$ cat src/rtl/uart_rx_fifo.sv
// UART receiver (16x oversampled, majority-voted bits) feeding a first-word fall-through FIFO.
// Frame format, line rate and buffer depth are parameters; framing, parity and overflow errors pulse for one cycle.
module uart_rx_fifo #(
    parameter int  CLK_HZ     = 100000000,
    parameter int  BAUD       = 115200,
    parameter int  DATA_BITS  = 8,
    parameter int  PARITY     = 0,
    parameter int  STOP_BITS  = 1,
    parameter int  FIFO_DEPTH = 16,
    localparam int AW         = $clog2(FIFO_DEPTH)
) (
    input  logic                 clk_in,
    input  logic                 rst,
    input  logic                 rx,
    input  logic                 rd_en,
    output logic [DATA_BITS-1:0] rd_data,
    output logic                 empty,
    output logic                 full,
    output logic [AW:0]          count,
    output logic                 frame_err,
    output logic                 parity_err,
    output logic                 overflow
);

    localparam int          DIV       = CLK_HZ / (BAUD * 16);
    localparam int          TW        = (DIV > 1) ? $clog2(DIV) : 1;
    localparam logic [TW-1:0] TICK_LAST = TW'(DIV - 1);
    localparam logic [3:0]  DATA_LAST = 4'(DATA_BITS - 1);
    localparam logic [3:0]  STOP_LAST = 4'(STOP_BITS - 1);

    typedef enum logic [2:0] {
        S_IDLE, S_START, S_DATA, S_PARITY, S_STOP, S_DONE, S_BREAK
    } state_t;

    state_t                 state_q, state_d;
    logic                   sync1_q, sync2_q, rxprev_q;
    logic [TW-1:0]          tick_cnt_q;
    logic [3:0]             samp_q, samp_d;
    logic [3:0]             bit_q, bit_d;
    logic                   s7_q, s7_d, s8_q, s8_d;
    logic [DATA_BITS-1:0]   shreg_q, shreg_d;
    logic                   par_bad_q, par_bad_d;
    logic                   stop_bad_q, stop_bad_d;
    logic                   frame_err_q, frame_err_d;
    logic                   parity_err_q, parity_err_d;
    logic                   overflow_q, overflow_d;
    logic                   restart, push, pop;
    logic                   tick, mid, last, maj, rx_s;

    logic [DATA_BITS-1:0]   mem_q [FIFO_DEPTH];
    logic [AW-1:0]          wr_ptr_q, rd_ptr_q;
    logic [AW:0]            count_q;

    assign rx_s = sync2_q;
    assign tick = (tick_cnt_q == TICK_LAST);
    assign mid  = tick && (samp_q == 4'd9);
    assign last = tick && (samp_q == 4'd15);
    // Vote uses the two stored samples plus the live one taken on the mid tick.
    assign maj  = (s7_q & s8_q) | (s7_q & rx_s) | (s8_q & rx_s);

    always_ff @(posedge clk_in) begin
        if (rst || restart || tick) begin
            tick_cnt_q <= '0;
        end else begin
            tick_cnt_q <= tick_cnt_q + TW'(1);
        end
    end

    always_comb begin
        state_d      = state_q;
        samp_d       = samp_q;
        bit_d        = bit_q;
        shreg_d      = shreg_q;
        s7_d         = s7_q;
        s8_d         = s8_q;
        par_bad_d    = par_bad_q;
        stop_bad_d   = stop_bad_q;
        frame_err_d  = 1'b0;
        parity_err_d = 1'b0;
        overflow_d   = 1'b0;
        restart      = 1'b0;
        push         = 1'b0;

        if (tick) begin
            samp_d = samp_q + 4'd1;
            if (samp_q == 4'd7) s7_d = rx_s;
            if (samp_q == 4'd8) s8_d = rx_s;
        end

        unique case (state_q)
            S_IDLE: begin
                if (rxprev_q && !rx_s) begin
                    state_d    = S_START;
                    samp_d     = 4'd0;
                    bit_d      = 4'd0;
                    par_bad_d  = 1'b0;
                    stop_bad_d = 1'b0;
                    restart    = 1'b1;
                end
            end
            S_START: begin
                if (mid && maj) begin
                    state_d = S_IDLE;
                end else if (last) begin
                    state_d = S_DATA;
                end
            end
            S_DATA: begin
                if (mid) shreg_d = {maj, shreg_q[DATA_BITS-1:1]};
                if (last) begin
                    if (bit_q == DATA_LAST) begin
                        bit_d   = 4'd0;
                        state_d = (PARITY != 0) ? S_PARITY : S_STOP;
                    end else begin
                        bit_d = bit_q + 4'd1;
                    end
                end
            end
            S_PARITY: begin
                if (mid) par_bad_d = (((^shreg_q) ^ maj) != (PARITY == 1));
                if (last) begin
                    bit_d   = 4'd0;
                    state_d = S_STOP;
                end
            end
            S_STOP: begin
                // Leave on the last stop bit's mid sample so the next start edge is never missed.
                if (mid) begin
                    if (!maj) stop_bad_d = 1'b1;
                    if (bit_q == STOP_LAST) state_d = S_DONE;
                end else if (last) begin
                    bit_d = bit_q + 4'd1;
                end
            end
            S_DONE: begin
                state_d = S_IDLE;
                if (stop_bad_q) begin
                    frame_err_d = 1'b1;
                    state_d     = S_BREAK;
                end else if (par_bad_q) begin
                    parity_err_d = 1'b1;
                end else if (!full || rd_en) begin
                    push = 1'b1;
                end else begin
                    overflow_d = 1'b1;
                end
            end
            S_BREAK: begin
                if (rx_s) state_d = S_IDLE;
            end
            default: state_d = S_IDLE;
        endcase
    end

    always_ff @(posedge clk_in) begin
        if (rst) begin
            sync1_q      <= 1'b1;
            sync2_q      <= 1'b1;
            rxprev_q     <= 1'b1;
            state_q      <= S_IDLE;
            samp_q       <= 4'd0;
            bit_q        <= 4'd0;
            s7_q         <= 1'b1;
            s8_q         <= 1'b1;
            par_bad_q    <= 1'b0;
            stop_bad_q   <= 1'b0;
            frame_err_q  <= 1'b0;
            parity_err_q <= 1'b0;
            overflow_q   <= 1'b0;
        end else begin
            sync1_q      <= rx;
            sync2_q      <= sync1_q;
            rxprev_q     <= sync2_q;
            state_q      <= state_d;
            samp_q       <= samp_d;
            bit_q        <= bit_d;
            s7_q         <= s7_d;
            s8_q         <= s8_d;
            par_bad_q    <= par_bad_d;
            stop_bad_q   <= stop_bad_d;
            frame_err_q  <= frame_err_d;
            parity_err_q <= parity_err_d;
            overflow_q   <= overflow_d;
        end
    end

    always_ff @(posedge clk_in) begin
        shreg_q <= shreg_d;
    end

    // A push into a full FIFO is only possible alongside a pop, so the write slot is already freed.
    assign pop = rd_en && !empty;

    always_ff @(posedge clk_in) begin
        if (push) mem_q[wr_ptr_q] <= shreg_q;
    end

    always_ff @(posedge clk_in) begin
        if (rst) begin
            wr_ptr_q <= '0;
            rd_ptr_q <= '0;
            count_q  <= '0;
        end else begin
            if (push) wr_ptr_q <= wr_ptr_q + AW'(1);
            if (pop)  rd_ptr_q <= rd_ptr_q + AW'(1);
            if (push && !pop) begin
                count_q <= count_q + (AW+1)'(1);
            end else if (pop && !push) begin
                count_q <= count_q - (AW+1)'(1);
            end
        end
    end

    assign empty      = (count_q == '0);
    assign full       = (count_q == (AW+1)'(FIFO_DEPTH));
    assign count      = count_q;
    assign rd_data    = empty ? '0 : mem_q[rd_ptr_q];
    assign frame_err  = frame_err_q;
    assign parity_err = parity_err_q;
    assign overflow   = overflow_q;

endmodule
$ cat config.mk
export PLATFORM = sky130hd
export DESIGN_NAME = uart_rx_fifo
export DESIGN_NICKNAME = d
export VERILOG_FILES = /design/src/rtl/uart_rx_fifo.sv
export SDC_FILE = /design/constraint.sdc
export NUM_CORES = 1
export LEC_CHECK = 0
export CORE_UTILIZATION = 40
export CTS_CLUSTER_DIAMETER = 60
export DETAILED_ROUTE_END_ITERATION = 16
export PLACE_DENSITY_LB_ADDON = 0.15
export SLEW_MARGIN = 20
export SYNTH_ARGS = -nofsm -noshare
export SYNTH_HDL_FRONTEND = slang
export SYNTH_SLANG_ARGS = --single-unit
$ cat constraint.sdc
create_clock -name clk_in -period 2.7 [get_ports clk_in]
set_clock_uncertainty 0.1 [all_clocks]
set_input_delay 0.54 -clock clk_in [delete_from_list [all_inputs] [get_ports clk_in]]
set_output_delay 0.54 -clock clk_in [all_outputs]
set_load 0.01 [all_outputs]
==> flow_metrics.py <==
metrics = {
    "outcome": {
        "status": "finished, violations left",
        "violations": "design-rule violations, negative setup slack",
    },
    "drt": {
        "vias": 4060,
        "ant_nets": 0,
        "firstDrtPassIters": 11,
        "drc": 4,
        "drtIter0Drc": 274,
        "routed_wl_um": 15100,
        "wl_per_cell_um": 19.2,
        "viasPerCell": 5.16,
    },
    "finish": {
        "drive_above_1_share_pct": 29.2,
        "syn_to_final_growth_pct": 21.3,
        "nets": 566,
        "design_area_um2": 9000,
        "num_antenna_cells": 0,
        "regArea_um2": 4970,
        "final_cells": 787,
        "multi_input_area_um2": 2390,
        "fill_cells": 1524,
        "final_core_util_pct": 49.8,
    },
    "min_path": {
        "hold_class": "flip-flop to flip-flop",
        "min_from": "sync1_q",
    },
    "setup_path": {
        "rrSetupSlack_ns": -0.02,
        "crit_required_ns": 2.06,
        "worstSetupEndpointType": "primary output",
        "timing_worst_setup_path_type": "flip-flop to primary output",
        "worstPathMaxFanout": 5,
        "r2r_start": "count[0]",
        "start_kind": "flip-flop",
        "critical_path_arrival_ns": 2.37,
    },
    "synth": {
        "netlist.area_leader.share_pct": 55.0,
        "synth-warning-count": 0,
        "synth_cells": 471,
        "syn-num-nets": 492,
        "synth_top_cell_by_area": "edfxtp_1",
        "synth_area_um2": 7420,
        "synth.avg_cell_area_um2": 15.8,
        "synth-seq-cells": 180,
        "synth.yosys.seq_area_share_pct": 66.9,
        "ys_types": 49,
        "synth.area.top_cells": "edfxtp_1, mux4_2, dfxtp_1, ha_1, nor2_1",
    },
    "pwr": {
        "ir_drop_v": 0.000527,
        "power_density_nw_per_um2": 874,
        "power.leakage_uw": 0.00311,
        "power.total_uw": 7870,
    },
    "grt": {
        "grt_start_max_net_pins": 33,
        "grt_pass1_wl_um": 24100,
        "antenna_found_initial": 0,
        "grt_use_total_pct": 17.1,
        "grt_pass1_vias": 4242,
        "grt_overflow_total": 0,
    },
    "floorplan": {
        "die_height_um": 138,
        "die_x_um": 138,
        "rows": 49,
        "io_pins": 22,
        "dieArea_um2": 19100,
        "start_util_pct": 41.0,
        "core_um2": 18100,
    },
    "cts": {
        "clock-sinks": 180,
        "cts_tree": "built",
        "cts_buffers": 17,
        "cts.htree.levels": 4,
        "cts_buffer_depth": 2,
        "path_clk_slew_ns": 0.06,
        "insertion_delay_ns": 0.42,
        "ctsRootBufferMaster": "clkbuf_16",
        "cts_hold_buf": 0,
    },
    "placed_design": {
        "dpl-instance-area_um2": 8250,
        "gp_congestion": 0.745,
        "io_buffers": 21,
        "placed_cells": 747,
        "place_hpwl_um": 9940,
    },
    "sta": {
        "hold_violations": 0,
        "slew_violations": 0,
        "worst_pin_slew_ns": 0.706,
        "fin_tns_setup_ns": -2.18,
        "relSlewSlack_pct": 52.9,
        "setup_viol": 9,
        "finalCritPeriodShare_pct": 111,
        "fmax_mhz": 332,
        "post-route-min-period_ns": 3.01,
        "setup_ws_ns": -0.309,
        "rsz0062_at_grt": "yes",
    },
    "run": {
        "drv_cap": 0,
    },
}
[Yosys cell counts (all sizes together)]
| master | count |
|---|---|
| nor3 | 10 |
| edfxtp | 136 |
| a31oi | 1 |
| a21oi | 12 |
| or3 | 3 |
| and3 | 1 |
| ha | 16 |
| a311oi | 1 |
| or2 | 4 |
| o21ai | 4 |
| nor4 | 2 |
| nand4 | 5 |
| maj3 | 1 |
| a21o | 1 |
| o31ai | 2 |
| nand2b | 4 |
| a2111oi | 2 |
| xnor2 | 13 |
| o221ai | 1 |
| a22o | 1 |
| o211ai | 3 |
| fa | 1 |
| o211a | 1 |
| mux2i | 5 |
| o21a | 1 |
| clkbuf | 14 |
| buf | 7 |
| inv | 18 |
| nor2b | 16 |
| nand2 | 25 |
| a211o | 1 |
| o2111a | 1 |
| xor2 | 11 |
| nor2 | 51 |
| nand4b | 2 |
| and4b | 2 |
| nand3 | 4 |
| mux4 | 40 |
| or4 | 2 |
| nand4bb | 1 |
| dfxtp | 44 |
| a31o | 1 |
[final timing paths]
check / endpoint / cells after the start
max: rd_data[2] / 6
min: rx_s / 1
max reg2reg: count[4] / 12
min reg2reg: rx_s / 1
[logic make-up (layout without fill, tap and decap cells)]
group | count (synthesis) | after routing | share of synthesized area (%)
DFF | 180 | 180 | 66.9
and+or+nand+nor | 132 | 132 | 8.83
muxes | 45 | 45 | 12.8
buffers and inverters | 39 | 126 | 2.22
AOI/OAI and AO/OA | 33 | 33 | 3.32
xor gates and xnor gates | 24 | 24 | 2.83
adders and majority gates | 18 | 18 | 3.10
[critical path: stages (launching register included)]
cell     delay (ns)
dfxtp_4        0.37
buf_6          0.13
buf_12         0.13
mux4_2         0.53
mux4_2         0.51
nor2b_1        0.15
buf_2          0.13
[power by group]
group	switching (uW)	internal, uW
Clock	1050	1370
Combinational	1040	1290
Sequential	84.5	3040
Total	2170	5700
[flip-flops by register name (all words and copies together), names as in the netlist, 3 cells and up, named ones only]
| signal | cells |
|---|---|
| shreg_q | 8 |
| mem_q | 128 |
| wr_ptr_q | 4 |
| samp_q | 4 |
| rd_ptr_q | 4 |
| tick_cnt_q | 6 |
| count | 5 |
| bit_q | 4 |
| state_q | 3 |
[layout by cell type (no fill, tap or decap), types with 2 or more instances in the layout]
cell type,n
nand2_1,25
o21ai_0,4
dfxtp_2,3
clkinv_4,5
ha_1,14
inv_1,16
mux4_2,40
nor2b_4,5
clkbuf_16,17
nand4_1,5
nand2b_1,3
or3_1,2
mux2i_1,5
buf_4,45
a21oi_1,10
edfxtp_1,136
nand3_1,4
bufinv_16,2
ha_4,2
or2_2,3
o31ai_1,2
clkinvlp_4,2
clkdlybuf4s50_1,11
buf_12,3
nor3_1,9
xor2_1,11
buf_2,5
buf_6,8
or4_1,2
buf_16,2
nor2_1,50
inv_6,3
nand4b_1,2
nor2b_1,10
o211ai_1,3
xnor2_1,13
and4b_1,2
a21oi_2,2
dfxtp_1,40
[metrics by stage]
stage,setup WS [ns],hold slack (ns)
2_1_floorplan,0.00204,0.289
5_1_grt,-0.389,0.322
3_3_place_gp,-0.238,0.295
6_report,-0.309,0.317
4_1_cts,-0.330,0.310
3_5_place_dp,-0.300,0.295
[metal layers]
metal	up-vias	GRT usage [%]	part of all wire (%)
met3	16	3.88	3.7
met1	2040	21.8	45
met4	0	5.62	1.4
met5	-	0	0
li1	1928	-	-
met2	76	28.9	50
[area by class of cell]
type | instances | share of cell area, %
tap | 229 | 3.18
multi-input combinational | 252 | 26.5
inverter | 18 | 0.778
clock inverter | 14 | 1.71
clock buffer | 18 | 4.77
sequential | 180 | 55.2
timing repair buffer | 76 | 7.77
[repair_timing]
action / CTS / global route
resized for setup: 52 / 10
gates cloned: 2 / 0
pin swaps: 2 / 10
buffers inserted: 6 / 1
setup endpoints to repair: 10 / 10
hold endpoints to repair: 0 / 0
No activity file was read; power rests on OpenSTA's default activity.
